**src/rtl/multicycle_controller_if.sv**
```systemverilog
// Control bundle between the multi-cycle sequencer and the shared datapath/memories.
// master = controller side, slave = datapath/memory side.
interface multicycle_controller_if;
  logic [31:0] instruction;
  logic        zero;
  logic        imem_ready;
  logic        dmem_ready;
  logic        halt_req;
  logic        imem_req;
  logic        ir_write;
  logic        dmem_req;
  logic        mem_write;
  logic        mem_read;
  logic        alu_src_b;
  logic [1:0]  alu_op;
  logic        reg_write;
  logic        mem_to_reg;
  logic        pc_write;
  logic        pc_src;
  logic        halted;
  logic        illegal_instr;
  logic        fault;
  logic [31:0] instr_count;

  modport master (
    input  instruction, zero, imem_ready, dmem_ready, halt_req,
    output imem_req, ir_write, dmem_req, mem_write, mem_read, alu_src_b, alu_op,
           reg_write, mem_to_reg, pc_write, pc_src, halted, illegal_instr, fault,
           instr_count
  );

  modport slave (
    output instruction, zero, imem_ready, dmem_ready, halt_req,
    input  imem_req, ir_write, dmem_req, mem_write, mem_read, alu_src_b, alu_op,
           reg_write, mem_to_reg, pc_write, pc_src, halted, illegal_instr, fault,
           instr_count
  );
endinterface

```
**src/rtl/multicycle_controller.sv**
```systemverilog
// FETCH/DECODE/EXEC/MEM/WB sequencer for the multi-cycle CPU with req/ready memories,
// instruction-boundary halt, memory-timeout fault and a retired-instruction counter.
module multicycle_controller #(
  parameter int TIMEOUT = 255
) (
  input  logic                   clk,
  input  logic                   reset,
  multicycle_controller_if.master bus
);

  localparam int WAIT_W = (TIMEOUT > 1) ? $clog2(TIMEOUT) : 1;
  localparam logic [WAIT_W-1:0] WAIT_LAST = WAIT_W'((TIMEOUT > 0) ? TIMEOUT - 1 : 0);

  localparam logic [6:0] OP_R      = 7'b0110011;
  localparam logic [6:0] OP_I      = 7'b0010011;
  localparam logic [6:0] OP_LOAD   = 7'b0000011;
  localparam logic [6:0] OP_STORE  = 7'b0100011;
  localparam logic [6:0] OP_BRANCH = 7'b1100011;

  typedef enum logic [2:0] {
    S_FETCH,
    S_DECODE,
    S_EXEC,
    S_MEM,
    S_WB,
    S_FAULT
  } state_t;

  state_t            state_q, state_d;
  logic              pending_q, pending_d;
  logic [WAIT_W-1:0] wait_q, wait_d;
  logic [31:0]       count_q, count_d;

  logic [6:0] opcode;
  logic       is_r, is_i, is_ld, is_st, is_br, is_legal;
  logic       retire;
  logic       req_waiting;
  logic       unused_instr_bits;

  assign opcode            = bus.instruction[6:0];
  assign unused_instr_bits = ^bus.instruction[31:7];
  assign is_r     = (opcode == OP_R);
  assign is_i     = (opcode == OP_I);
  assign is_ld    = (opcode == OP_LOAD);
  assign is_st    = (opcode == OP_STORE);
  assign is_br    = (opcode == OP_BRANCH);
  assign is_legal = is_r | is_i | is_ld | is_st | is_br;

  assign bus.instr_count = count_q;

  always_comb begin
    bus.imem_req      = 1'b0;
    bus.ir_write      = 1'b0;
    bus.dmem_req      = 1'b0;
    bus.mem_write     = 1'b0;
    bus.mem_read      = 1'b0;
    bus.alu_src_b     = 1'b0;
    bus.alu_op        = 2'b00;
    bus.reg_write     = 1'b0;
    bus.mem_to_reg    = 1'b0;
    bus.pc_write      = 1'b0;
    bus.pc_src        = 1'b0;
    bus.halted        = 1'b0;
    bus.illegal_instr = 1'b0;
    bus.fault         = 1'b0;
    state_d           = state_q;
    pending_d         = pending_q;
    wait_d            = wait_q;
    retire            = 1'b0;
    req_waiting       = 1'b0;

    case (state_q)
      S_FETCH: begin
        // A fetch already on the bus must complete even if halt_req arrives.
        if (bus.halt_req && !pending_q) begin
          bus.halted = 1'b1;
        end else begin
          bus.imem_req = 1'b1;
          if (bus.imem_ready) begin
            bus.ir_write = 1'b1;
            pending_d    = 1'b0;
            state_d      = S_DECODE;
          end else begin
            pending_d   = 1'b1;
            req_waiting = 1'b1;
          end
        end
      end
      S_DECODE: begin
        if (is_legal) begin
          state_d = S_EXEC;
        end else begin
          bus.illegal_instr = 1'b1;
          bus.pc_write      = 1'b1;
          state_d           = S_FETCH;
        end
      end
      S_EXEC: begin
        if (is_r || is_i) begin
          bus.alu_op    = 2'b10;
          bus.alu_src_b = is_i;
          state_d       = S_WB;
        end else if (is_ld || is_st) begin
          bus.alu_src_b = 1'b1;
          state_d       = S_MEM;
        end else begin
          bus.alu_op   = 2'b01;
          bus.pc_write = 1'b1;
          bus.pc_src   = bus.zero;
          retire       = is_br;
          state_d      = S_FETCH;
        end
      end
      S_MEM: begin
        bus.dmem_req  = 1'b1;
        bus.mem_read  = is_ld;
        bus.mem_write = is_st;
        if (bus.dmem_ready) begin
          if (is_st) begin
            bus.pc_write = 1'b1;
            retire       = 1'b1;
            state_d      = S_FETCH;
          end else begin
            state_d = S_WB;
          end
        end else begin
          req_waiting = 1'b1;
        end
      end
      S_WB: begin
        bus.reg_write  = 1'b1;
        bus.mem_to_reg = is_ld;
        bus.pc_write   = 1'b1;
        retire         = 1'b1;
        state_d        = S_FETCH;
      end
      S_FAULT: begin
        bus.fault = 1'b1;
      end
      default: begin
        state_d = S_FAULT;
      end
    endcase

    if (req_waiting) begin
      wait_d = wait_q + 1'b1;
      if ((TIMEOUT != 0) && (wait_q == WAIT_LAST)) begin
        state_d = S_FAULT;
      end
    end

    // Each new memory phase starts with a fresh wait budget.
    if ((state_d != state_q) && ((state_d == S_FETCH) || (state_d == S_MEM))) begin
      wait_d = '0;
    end

    count_d = count_q + 32'(retire);
  end

  always_ff @(posedge clk or posedge reset) begin
    if (reset) begin
      state_q   <= S_FETCH;
      pending_q <= 1'b0;
      wait_q    <= '0;
      count_q   <= '0;
    end else begin
      state_q   <= state_d;
      pending_q <= pending_d;
      wait_q    <= wait_d;
      count_q   <= count_d;
    end
  end

endmodule

```
**src/flat_wrapper.sv**
```systemverilog
// flat-port wrapper written by rule: the top's interface ports become plain ports
module multicycle_controller_flat 
#(
  parameter int TIMEOUT = 255
)
  (clk, reset, bus_instruction, bus_zero, bus_imem_ready, bus_dmem_ready, bus_halt_req, bus_imem_req, bus_ir_write, bus_dmem_req, bus_mem_write, bus_mem_read, bus_alu_src_b, bus_alu_op, bus_reg_write, bus_mem_to_reg, bus_pc_write, bus_pc_src, bus_halted, bus_illegal_instr, bus_fault, bus_instr_count);
  multicycle_controller_if bus_i ();
  input  logic clk;
  input  logic reset;
  input wire logic [$bits(bus_i.instruction)-1:0] bus_instruction;
  input wire logic [$bits(bus_i.zero)-1:0] bus_zero;
  input wire logic [$bits(bus_i.imem_ready)-1:0] bus_imem_ready;
  input wire logic [$bits(bus_i.dmem_ready)-1:0] bus_dmem_ready;
  input wire logic [$bits(bus_i.halt_req)-1:0] bus_halt_req;
  output wire logic [$bits(bus_i.imem_req)-1:0] bus_imem_req;
  output wire logic [$bits(bus_i.ir_write)-1:0] bus_ir_write;
  output wire logic [$bits(bus_i.dmem_req)-1:0] bus_dmem_req;
  output wire logic [$bits(bus_i.mem_write)-1:0] bus_mem_write;
  output wire logic [$bits(bus_i.mem_read)-1:0] bus_mem_read;
  output wire logic [$bits(bus_i.alu_src_b)-1:0] bus_alu_src_b;
  output wire logic [$bits(bus_i.alu_op)-1:0] bus_alu_op;
  output wire logic [$bits(bus_i.reg_write)-1:0] bus_reg_write;
  output wire logic [$bits(bus_i.mem_to_reg)-1:0] bus_mem_to_reg;
  output wire logic [$bits(bus_i.pc_write)-1:0] bus_pc_write;
  output wire logic [$bits(bus_i.pc_src)-1:0] bus_pc_src;
  output wire logic [$bits(bus_i.halted)-1:0] bus_halted;
  output wire logic [$bits(bus_i.illegal_instr)-1:0] bus_illegal_instr;
  output wire logic [$bits(bus_i.fault)-1:0] bus_fault;
  output wire logic [$bits(bus_i.instr_count)-1:0] bus_instr_count;
  assign bus_i.instruction = bus_instruction;
  assign bus_i.zero = bus_zero;
  assign bus_i.imem_ready = bus_imem_ready;
  assign bus_i.dmem_ready = bus_dmem_ready;
  assign bus_i.halt_req = bus_halt_req;
  assign bus_imem_req = bus_i.imem_req;
  assign bus_ir_write = bus_i.ir_write;
  assign bus_dmem_req = bus_i.dmem_req;
  assign bus_mem_write = bus_i.mem_write;
  assign bus_mem_read = bus_i.mem_read;
  assign bus_alu_src_b = bus_i.alu_src_b;
  assign bus_alu_op = bus_i.alu_op;
  assign bus_reg_write = bus_i.reg_write;
  assign bus_mem_to_reg = bus_i.mem_to_reg;
  assign bus_pc_write = bus_i.pc_write;
  assign bus_pc_src = bus_i.pc_src;
  assign bus_halted = bus_i.halted;
  assign bus_illegal_instr = bus_i.illegal_instr;
  assign bus_fault = bus_i.fault;
  assign bus_instr_count = bus_i.instr_count;
  multicycle_controller #(.TIMEOUT(TIMEOUT)) u_core (.clk(clk), .reset(reset), .bus(bus_i));
endmodule
```
**config.mk**
```make
export PLATFORM = sky130hd
export DESIGN_NAME = multicycle_controller_flat
export DESIGN_NICKNAME = d
export VERILOG_FILES = /design/src/rtl/multicycle_controller_if.sv /design/src/rtl/multicycle_controller.sv /design/src/flat_wrapper.sv
export SDC_FILE = /design/constraint.sdc
export NUM_CORES = 1
export LEC_CHECK = 0
export CAP_MARGIN = 20
export CORE_ASPECT_RATIO = 0.8
export CORE_MARGIN = 2
export CORE_UTILIZATION = 48
export CTS_CLUSTER_SIZE = 16
export DETAILED_ROUTE_END_ITERATION = 8
export PLACE_DENSITY = 0.91
export RECOVER_POWER = 100
export SYNTH_ARGS = -nofsm -noshare
export SYNTH_HDL_FRONTEND = slang
export SYNTH_SLANG_ARGS = --single-unit
```
**constraint.sdc**
```tcl
create_clock -name clk -period 5.9 [get_ports clk]
set_clock_uncertainty 0.1 [all_clocks]
set_input_delay 0.59 -clock clk [delete_from_list [all_inputs] [get_ports clk]]
set_output_delay 0.59 -clock clk [all_outputs]
set_load 0.005 [all_outputs]
```
# After elaboration in Yosys (flattened, before gate mapping)
# Index checks and enable logic that the tools add are counted.
# word_totals
reg_bits	44
inputBits	38
output_inout_bits	47
wordCells	82
# classes
add_sub_neg	2
n_reduce_logical	10
mux	48
bitwise	5
eq_ne	13
# ops
operator	count
$add A32 B1 Y32	1
$mux W1	31
$mux W3	7
$pmux W3 S6	1
$mux W8	2
$eq A7 B6 Y1 const B	2
$eq A3 B2 Y1 const B	3
$add A8 B1 Y8 const B	1
$eq A8 B8 Y1 const B	1
$mux W2	4
$eq A7 B2 Y1 const B	1
$eq A7 B5 Y1 const B	1
$eq A7 B7 Y1 const B	1
$eq A3 B3 Y1 const B	2
$logic_not A3 Y1	2
$or A1 B1 Y1	4
$pmux W1 S4	1
$eq A3 B1 Y1 const B	1
$logic_or A1 B1 Y1	3
$ne A3 B3 Y1	1
$pmux W1 S3	1
$logic_and A1 B1 Y1	2
$pmux W1 S2	1
$reduce_and A2 Y1	1
other kinds (3)	3

# Longest topological paths before layout
# Gate-level depths: netlist of run 1.
# logic_depth
depth_word	13
ltp_mapped	13
mapped_depth_nobuf	12

# Least setup slack after synthesis of run 1
# OpenSTA, ideal clock, no wires.
# synth_timing
path_type	input -> register
startpoint	in bus_instruction[2]
endpoint	reg u_core.count_q[14], in the netlist u_core.bus.instr_count[14]
t_required_ns	5.677
slack_ns	3.047
setup_ns	0.123
stages	12
arrival_time_ns	2.630
path_cell_list	and4bb_2 > nand2_1 > nor3_1 > a21oi_1 > o41ai_1 > ha_1 > ha_1 > nand2_1 > nor3_1 > and3_1 > nand3_1 > xnor2_1
# synth_via
elab_chain_len	6
elab_cells_between_ends	13
cone_classes	add/sub: 1; eq/ne: 5; mux: 5; reduce/logical: 2
# synth_rtl
element	line	source
start: declaration	flat_wrapper.sv:10	input wire logic [$bits(bus_i.instruction)-1:0] bus_instruction;
$eq A7 B2 Y1 or $eq A7 B6 Y1 (tied branches)	multicycle_controller.sv:44, multicycle_controller.sv:45	
$logic_or A1 B1 Y1	multicycle_controller.sv:103	end else if (is_ld || is_st) begin
$mux W1	multicycle_controller.sv:103	
$mux W1	multicycle_controller.sv:99	if (is_r || is_i) begin
$pmux W1 S3 *	multicycle_controller.sv:72	case (state_q)
$add A32 B1 Y32 *	multicycle_controller.sv:157	count_d = count_q + 32'(retire);
net u_core.count_d[14]	multicycle_controller.sv:32	logic [31:0] count_q, count_d;
end signal: assignment	multicycle_controller.sv:170	count_q <= count_d;
end: declaration	multicycle_controller.sv:32	
# Mark *: on every way through the listed nets, which the timed path passes. The rest lies on a longest branch.
# A chain may end at the register's enable or synchronous reset.

# Worst setup path after layout of run 1
# layout_timing
startpoint	in bus_instruction[3]
endpoint	reg u_core.count_q[30], in the netlist u_core.bus.instr_count[30]
# Same word-level chain as after synthesis.

==> results.py, run 1 <==
metrics = {
    "timing": {
        "min_period_ps": 3480,
        "setup_viol": 0,
        "finalCritPeriodShare_pct": 58.9,
        "transition_at_the_pin_with_the_smallest_max_transition_slack_ps": 2210,
        "hold_viol": 0,
        "tns_ps": 0,
        "worst_slew_margin_rel_pct": -47.4,
        "rsz0062_at_grt": "no",
        "fmax_mhz": 288,
        "slew_viol_final": 45,
    },
    "floorplan": {
        "die-width_um": 80.8,
        "initial_utilization_pct": 49.6,
        "num_rows": 22,
        "io-pin-count": 85,
        "die_y_um": 65.4,
        "fp.dieArea_um2": 5290,
        "area_of_the_core_um2": 4570,
    },
    "global_routing": {
        "grt_pass1_wl_mm": 7.98,
        "grt_util_all_layers_pct": 19.3,
        "grt_antenna_before_repair": 0,
        "grt_pass1_vias": 1739,
        "grt_max_degree": 45,
        "grt_overflow": 0,
    },
    "routing": {
        "initialDrtViolationCount": 126,
        "routed_length_on_met1_mm": 2.28,
        "vias_per_cell": 5.39,
        "route.antenna.remaining_nets": 0,
        "wl_per_cell_um": 13.9,
        "drc": 0,
        "routed.top_layer": "met4",
        "dr_wl_met3_um": 180,
        "route.vias.total": 1881,
        "routed_wirelength_mm": 4.87,
        "drt_pass_1_iters": 4,
        "met2_wirelength_mm": 2.38,
    },
    "setup_path": {
        "cpPeakStageDelay_ps": 540,
        "cp_max_fo": 6,
        "critical_path_class": "in -> reg",
        "critical-path-slowest-cell": "dlygate4sd3_1",
        "worstReg2RegStart": "u_core.state_q[1]$_DFF_PP0_",
        "crit_arrival_ps": 3570,
        "critical_path_buf_inv_count": 1,
        "timing.critical_path.cells": "dlygate4sd3_1, and4bb_2, nand2_1, nor3_1, a21oi_1, o41ai_1, ha_1, ha_1, nand2_1, nor2_1, and2_0, nand2_1, xnor2_1",
        "cpLargestDelayFamily": "simple AND/OR/NAND/NOR gates",
        "startpoint_class": "input pin",
        "critical_path.endpoint_type": "flop",
        "worst_ep_required_time_ps": 5990,
        "timing.rr.end": "u_core.bus.instr_count[30]$_DFF_PP0_",
        "r2r.worst_path.cells": 10,
        "reg2reg_slack_ps": 2670,
        "worstSetupPathDepth": 13,
        "timing.critical_path.mode_cell": "nand2_1",
    },
    "synthesis": {
        "synth.top_cells.by_area": "dfrtp_1 (49%), xnor2_1 (8.5%), xor2_1 (5.8%)",
        "synthMostInstantiatedCell": "dfrtp_1",
        "synthDistinctLibCells": 42,
        "synth_area_leader_cell": "dfrtp_1",
        "post_synth_most_frequent_cells": "dfrtp_1 (44), nand2_1 (22), nor2_1 (22), xnor2_1 (22), nand3_1 (17)",
        "synth_seq_area_share_pct": 48.6,
        "syn_avg_cell_area_um2": 10.0,
        "synth_cells": 226,
        "ys_seq_elements": 44,
        "async_reset_ff_share_pct": 100,
        "mappedNetlistNets": 268,
        "synth_top_flop_cell": "dfrtp_1",
        "synth_enable_flop_cells": 0,
        "synthesis.area_um2": 2260,
        "post-synth-top-area-fraction_pct": 48.6,
        "yosys_warnings": 0,
    },
    "power_and_ir_drop": {
        "cellPowerDensity_nw_per_um2": 183,
        "p_leak_nw": 1.41,
        "irDropWorstVdd_mv": 0.138,
    },
    "clocking": {
        "clk_path_buf_depth": 2,
        "cts_htree_levels": 2,
        "clkSlewWorstSetupHoldPaths_ps": 70,
        "insertion_delay_to_the_later_sink_of_the_worst_skew_pair_ps": 290,
        "tritoncts_buffer_count": 5,
        "cts-resized-gates": 0,
        "cts_setup_buffers": 0,
        "clock_sink_count": 44,
        "holdBufCountCts": 0,
        "tritoncts": "yes",
        "clock_tree.root_cell": "clkbuf_8",
    },
    "cells_and_area": {
        "drive_gt1_share_pct": 4.84,
        "n_antenna_cell": 0,
        "design.final.nets": 330,
        "final_core_util_pct": 65.4,
        "syn2layout_area_growth_pct": 32.0,
    },
    "worst_hold_path": {
        "holdCritPathClass": "reg -> reg",
        "worstHoldStart": "u_core.bus.instr_count[27]$_DFF_PP0_",
        "timing.hold.worst_endpoint": "u_core.bus.instr_count[27]$_DFF_PP0_",
        "worst_hold_path.num_cells": 1,
    },
    "placed_design": {
        "numPortBuffers": 59,
        "detailed_place_hpwl_mm": 3.64,
        "routability_congestion_estimate": 0.801,
    },
    "outcome": {
        "violations": "max-capacitance violations, max-slew violations",
        "status": "complete, but fails checks",
    },
    "flow_run": {
        "max-cap-violations": 1,
    },
}
## cells in the final DEF (no fill, tap or decap), types with 2 or more instances in the layout
| cell | Yosys | final |
|---|---|---|
| nand3_1 | 17 | 17 |
| nand2b_1 | 3 | 3 |
| xor2_1 | 15 | 15 |
| xnor2_1 | 22 | 22 |
| ha_1 | 4 | 4 |
| a21oi_1 | 5 | 5 |
| nand4_1 | 7 | 7 |
| clkbuf_1 | 2 | 2 |
| nor2_1 | 22 | 22 |
| clkdlybuf4s50_1 | 0 | 9 |
| nor4_1 | 6 | 6 |
| nor2b_1 | 3 | 3 |
| o21ai_0 | 3 | 3 |
| and3_1 | 7 | 7 |
| nand3b_1 | 2 | 2 |
| clkbuf_8 | 0 | 5 |
| dfrtp_1 | 44 | 44 |
| a31oi_1 | 2 | 2 |
| dlygate4sd3_1 | 0 | 50 |
| and2_0 | 0 | 2 |
| inv_1 | 6 | 6 |
| nand2_1 | 22 | 22 |
| a211oi_1 | 2 | 2 |
| nor3_1 | 8 | 8 |
## kinds of logic (layout without fill, tap and decap cells)
family / Yosys count / count (layout) / share of synthesized area (%)
compound gates: 20 / 20 / 6.91
xor+xnor: 37 / 37 / 14.3
fa+ha+maj: 4 / 4 / 2.21
buf+inv: 11 / 74 / 2.27
flops: 44 / 44 / 48.6
simple gates: 110 / 110 / 25.7
## stage by stage
stage               hold WS (ps)  setup slack [ps]  instance area [um2]  total power [mW]  std cells
floorplan                    368              3050                 2260             0.321        226
global placement             362              2400                 2910             0.335        341
CTS                          401              2630                 3020             0.555        349
detailed placement           391              2340                 2910             0.335        341
finish                       393              2420                 2990             0.548        349
global route                 414              2230                 2990             0.568        349
## sequential cells by signal (all words and copies together) (netlist names)
name,flops
u_core.pending_q,1
u_core.state_q,3
u_core.bus.instr_count,32
u_core.wait_q,8
## worst max path at each step
stage                       start                              endpoint  slack (ps)
2_1_floorplan  bus_instruction[2]  u_core.bus.instr_count[14]$_DFF_PP0_        3050
3_3_place_gp   bus_instruction[2]  u_core.bus.instr_count[14]$_DFF_PP0_        2400
3_5_place_dp   bus_instruction[2]  u_core.bus.instr_count[14]$_DFF_PP0_        2340
4_1_cts        bus_instruction[1]  u_core.bus.instr_count[14]$_DFF_PP0_        2630
5_1_grt        bus_instruction[3]  u_core.bus.instr_count[30]$_DFF_PP0_        2230
6_report       bus_instruction[3]  u_core.bus.instr_count[30]$_DFF_PP0_        2420
## where the power goes
| part | leakage, nW | internal, mW | switching (mW) |
|---|---|---|---|
| Clock | 0.0552 | 0.126 | 0.0951 |
| Combinational | 0.766 | 0.00994 | 0.0128 |
| Sequential | 0.593 | 0.303 | 0.00182 |
## layer usage
metal  track usage, %  vias up
met4             5.51        0
met3             3.71        4
met5                0        -
met2             31.5       49
li1                 -      919
met1             26.5      909
## final cells by class
type	count	area, um2
Sequential cell	44	1100
Fill cell	367	1580
Clock inverter	2	35.0
Timing Repair Buffer	60	594
Tap cell	60	75.1
Clock buffer	6	72.6
Multi-Input combinational cell	171	1090
Inverter	6	22.5
No activity file was read; power rests on OpenSTA's default activity.
==> inputs of run 2 (changes only) <==
Settings changed: CORE_UTILIZATION 48 to 40, PLACE_DENSITY 0.91 to 0.81.
Clock period 5.9 ns to 3.1 ns, I/O delays scaled along.
==> run 2 against run 1 <==
Design area grew 3.6%. Register-to-register slack lost 2400 ps. The run still ends with max-capacitance violations, max-slew violations left. Sequential power grew 90%. Via count shrank 0.96%. First-iteration DRC count shrank 27%. Global-route usage shrank 1.8 points. Die area grew 19%. Power grew 98%. Utilization shrank 8.8 points. Non-clock buffer count grew 11. Critical path depth is the same.
==> results.py, run 2 (synthesis results as in run 1) <==
metrics = {
    "routing": {
        "route.vias.total": 1863,
        "drc": 0,
        "routed_wirelength_mm": 5.07,
        "drt_pass_1_iters": 4,
        "wl_per_cell_um": 13.4,
        "initialDrtViolationCount": 92,
        "vias_per_cell": 4.93,
        "route.antenna.remaining_nets": 0,
    },
    "setup_path": {
        "critical_path_class": "in -> reg",
        "critical_path.endpoint_type": "flop",
        "timing.critical_path.cells": "clkdlybuf4s50_1, and4bb_2, nand2_1, nor3_1, a21oi_1, o41ai_1, ha_1, ha_1, nand2_1, nor3_1, and3_1, nand3_1, xnor2_1",
        "r2r.worst_path.cells": 10,
        "crit_arrival_ps": 2970,
        "worst_ep_required_time_ps": 3190,
        "critical-path-slowest-cell": "clkdlybuf4s50_1",
        "cp_max_fo": 3,
        "startpoint_class": "input pin",
        "cpPeakStageDelay_ps": 430,
        "worstSetupPathDepth": 13,
        "critical_path_buf_inv_count": 1,
        "cpLargestDelayFamily": "simple AND/OR/NAND/NOR gates",
    },
    "power_and_ir_drop": {
        "seqPwrFrac_pct": 53.4,
        "cellPowerDensity_nw_per_um2": 351,
        "total_power_mw": 1.09,
        "p_leak_nw": 1.45,
        "pwr-share-comb_pct": 4.3,
        "clock_power_share_pct": 42.3,
        "internal_cell_power_mw": 0.861,
        "irDropWorstVdd_mv": 0.176,
        "switching_share_pct": 20.7,
        "switching_power_mw": 0.225,
    },
    "cells_and_area": {
        "drive_gt1_share_pct": 7.33,
        "final_core_util_pct": 56.7,
        "post_layout_nonfiller_instances": 378,
        "most-common-layout-cells": "dlygate4sd3_1 (45), dfrtp_1 (44), nand2_1 (22), nor2_1 (22), xnor2_1 (22)",
        "syn2layout_area_growth_pct": 36.7,
        "largest_register_ff_count": 32,
        "final_common_cell": "dlygate4sd3_1",
        "design.final.nets": 341,
        "layout.area.seq_um2": 1100,
        "n_antenna_cell": 0,
        "fill_cells": 481,
        "multi_input_area_um2": 1100,
    },
    "clocking": {
        "insertion_delay_to_the_later_sink_of_the_worst_skew_pair_ps": 300,
        "tritoncts": "yes",
        "holdBufCountCts": 0,
        "cts_setup_buffers": 0,
        "clkSlewWorstSetupHoldPaths_ps": 90,
        "cts-resized-gates": 0,
        "cts_htree_levels": 2,
        "tritoncts_buffer_count": 5,
        "clock_tree.root_cell": "clkbuf_8",
        "clk_path_buf_depth": 2,
        "clock_sink_count": 44,
    },
    "outcome": {
        "status": "complete, but fails checks",
        "violations": "max-capacitance violations, max-slew violations",
    },
    "placed_design": {
        "detailed_place_hpwl_mm": 3.85,
        "routability_congestion_estimate": 0.868,
        "dp_cells": 370,
        "post-place-ws_ps": -85.1,
        "numPortBuffers": 59,
    },
    "global_routing": {
        "grt_antenna_before_repair": 0,
        "grt_pass1_vias": 1792,
        "grt_max_degree": 45,
        "grt_pass1_wl_mm": 8.46,
        "grt_overflow": 0,
        "grt_util_all_layers_pct": 17.5,
    },
    "timing": {
        "rsz0062_at_grt": "no",
        "layout_setup_ws_ps": 222,
        "slew_viol_final": 45,
        "transition_at_the_pin_with_the_smallest_max_transition_slack_ps": 2240,
        "fmax_mhz": 347,
        "setup_viol": 0,
        "hold_viol": 0,
        "finalHoldWorstSlack_ps": 368,
        "finalCritPeriodShare_pct": 92.9,
        "worst_slew_margin_rel_pct": -49.1,
        "min_period_ps": 2880,
    },
    "worst_hold_path": {
        "worst_hold_path.num_cells": 1,
        "holdCritPathClass": "reg -> reg",
    },
    "floorplan": {
        "fp.dieArea_um2": 6280,
        "initial_utilization_pct": 41.4,
        "io-pin-count": 85,
        "die-width_um": 88.1,
        "num_rows": 24,
        "die_y_um": 71.3,
        "area_of_the_core_um2": 5470,
    },
    "flow_run": {
        "max-cap-violations": 1,
    },
}
## run 2: cell types whose count changed in the layout (fill, tap and decap cells not counted), moves of 4 or more
cell             previous run  this run
buf_4                       0         5
clkdlybuf4s50_1             9        14
dlygate4sd3_1              50        45
clkbuf_1                    2         6
## run 2: final timing paths
kind / end / slack, ps / startpoint
min: u_core.bus.instr_count[31]$_DFF_PP0_ / 370 / u_core.bus.instr_count[31]$_DFF_PP0_
min in group asynchronous: u_core.bus.instr_count[25]$_DFF_PP0_ / 1040 / reset
max in group asynchronous: u_core.state_q[2]$_DFF_PP0_ / 590 / reset
min reg2reg: u_core.bus.instr_count[31]$_DFF_PP0_ / 370 / u_core.bus.instr_count[31]$_DFF_PP0_
max: u_core.bus.instr_count[14]$_DFF_PP0_ / 220 / bus_instruction[2]
max reg2reg: u_core.bus.instr_count[14]$_DFF_PP0_ / 240 / u_core.state_q[1]$_DFF_PP0_
## run 2: worst reg2reg max path, stage by stage (launching register included)
cell and delay, ps:
dfrtp_1 350, inv_1 90, or3_2 520, o41ai_1 360, ha_1 250, ha_1 160, nand2_1 100, nor3_1 320
and3_1 260, nand3_1 110, xnor2_1 130
## run 2: area by class of cell
cell class                 count  share of cell area (%)
clock inverter                 2                    1.25
inverter                       6                   0.727
tap                           78                    3.15
multi-input combinational    171                    35.4
clock buffer                   6                    2.67
sequential                    44                    35.6
timing repair buffer          71                    21.3
## run 2: through the flow
stage / TNS [ps] / cell area (um2)
detailed placement: -151 / 3010
floorplan: 0 / 2260
global placement: 0 / 3010
CTS: 0 / 3140
finish: 0 / 3100
global route: 0 / 3100
## run 2: power by group through the flow
| stage | Clock, mW | Combinational (mW) | Sequential [mW] |
|---|---|---|---|
| 3_3_place_gp | 0 | 0.0479 | 0.591 |
| 4_1_cts | 0.468 | 0.0495 | 0.580 |
| 2_1_floorplan | 0 | 0.0204 | 0.591 |
| 5_1_grt | 0.497 | 0.0524 | 0.581 |
| 3_5_place_dp | 0 | 0.0495 | 0.592 |
| 6_report | 0.460 | 0.0469 | 0.580 |
## run 2: layer usage
metal	vias up	share of wire, %	routed length [um]	track usage [%]
met5	-	0	0	0
met4	0	0.87	44	3.54
met3	6	5.2	262	5.18
met2	46	48	2430	27.8
met1	880	46	2340	24.1
li1	931	-	-	-
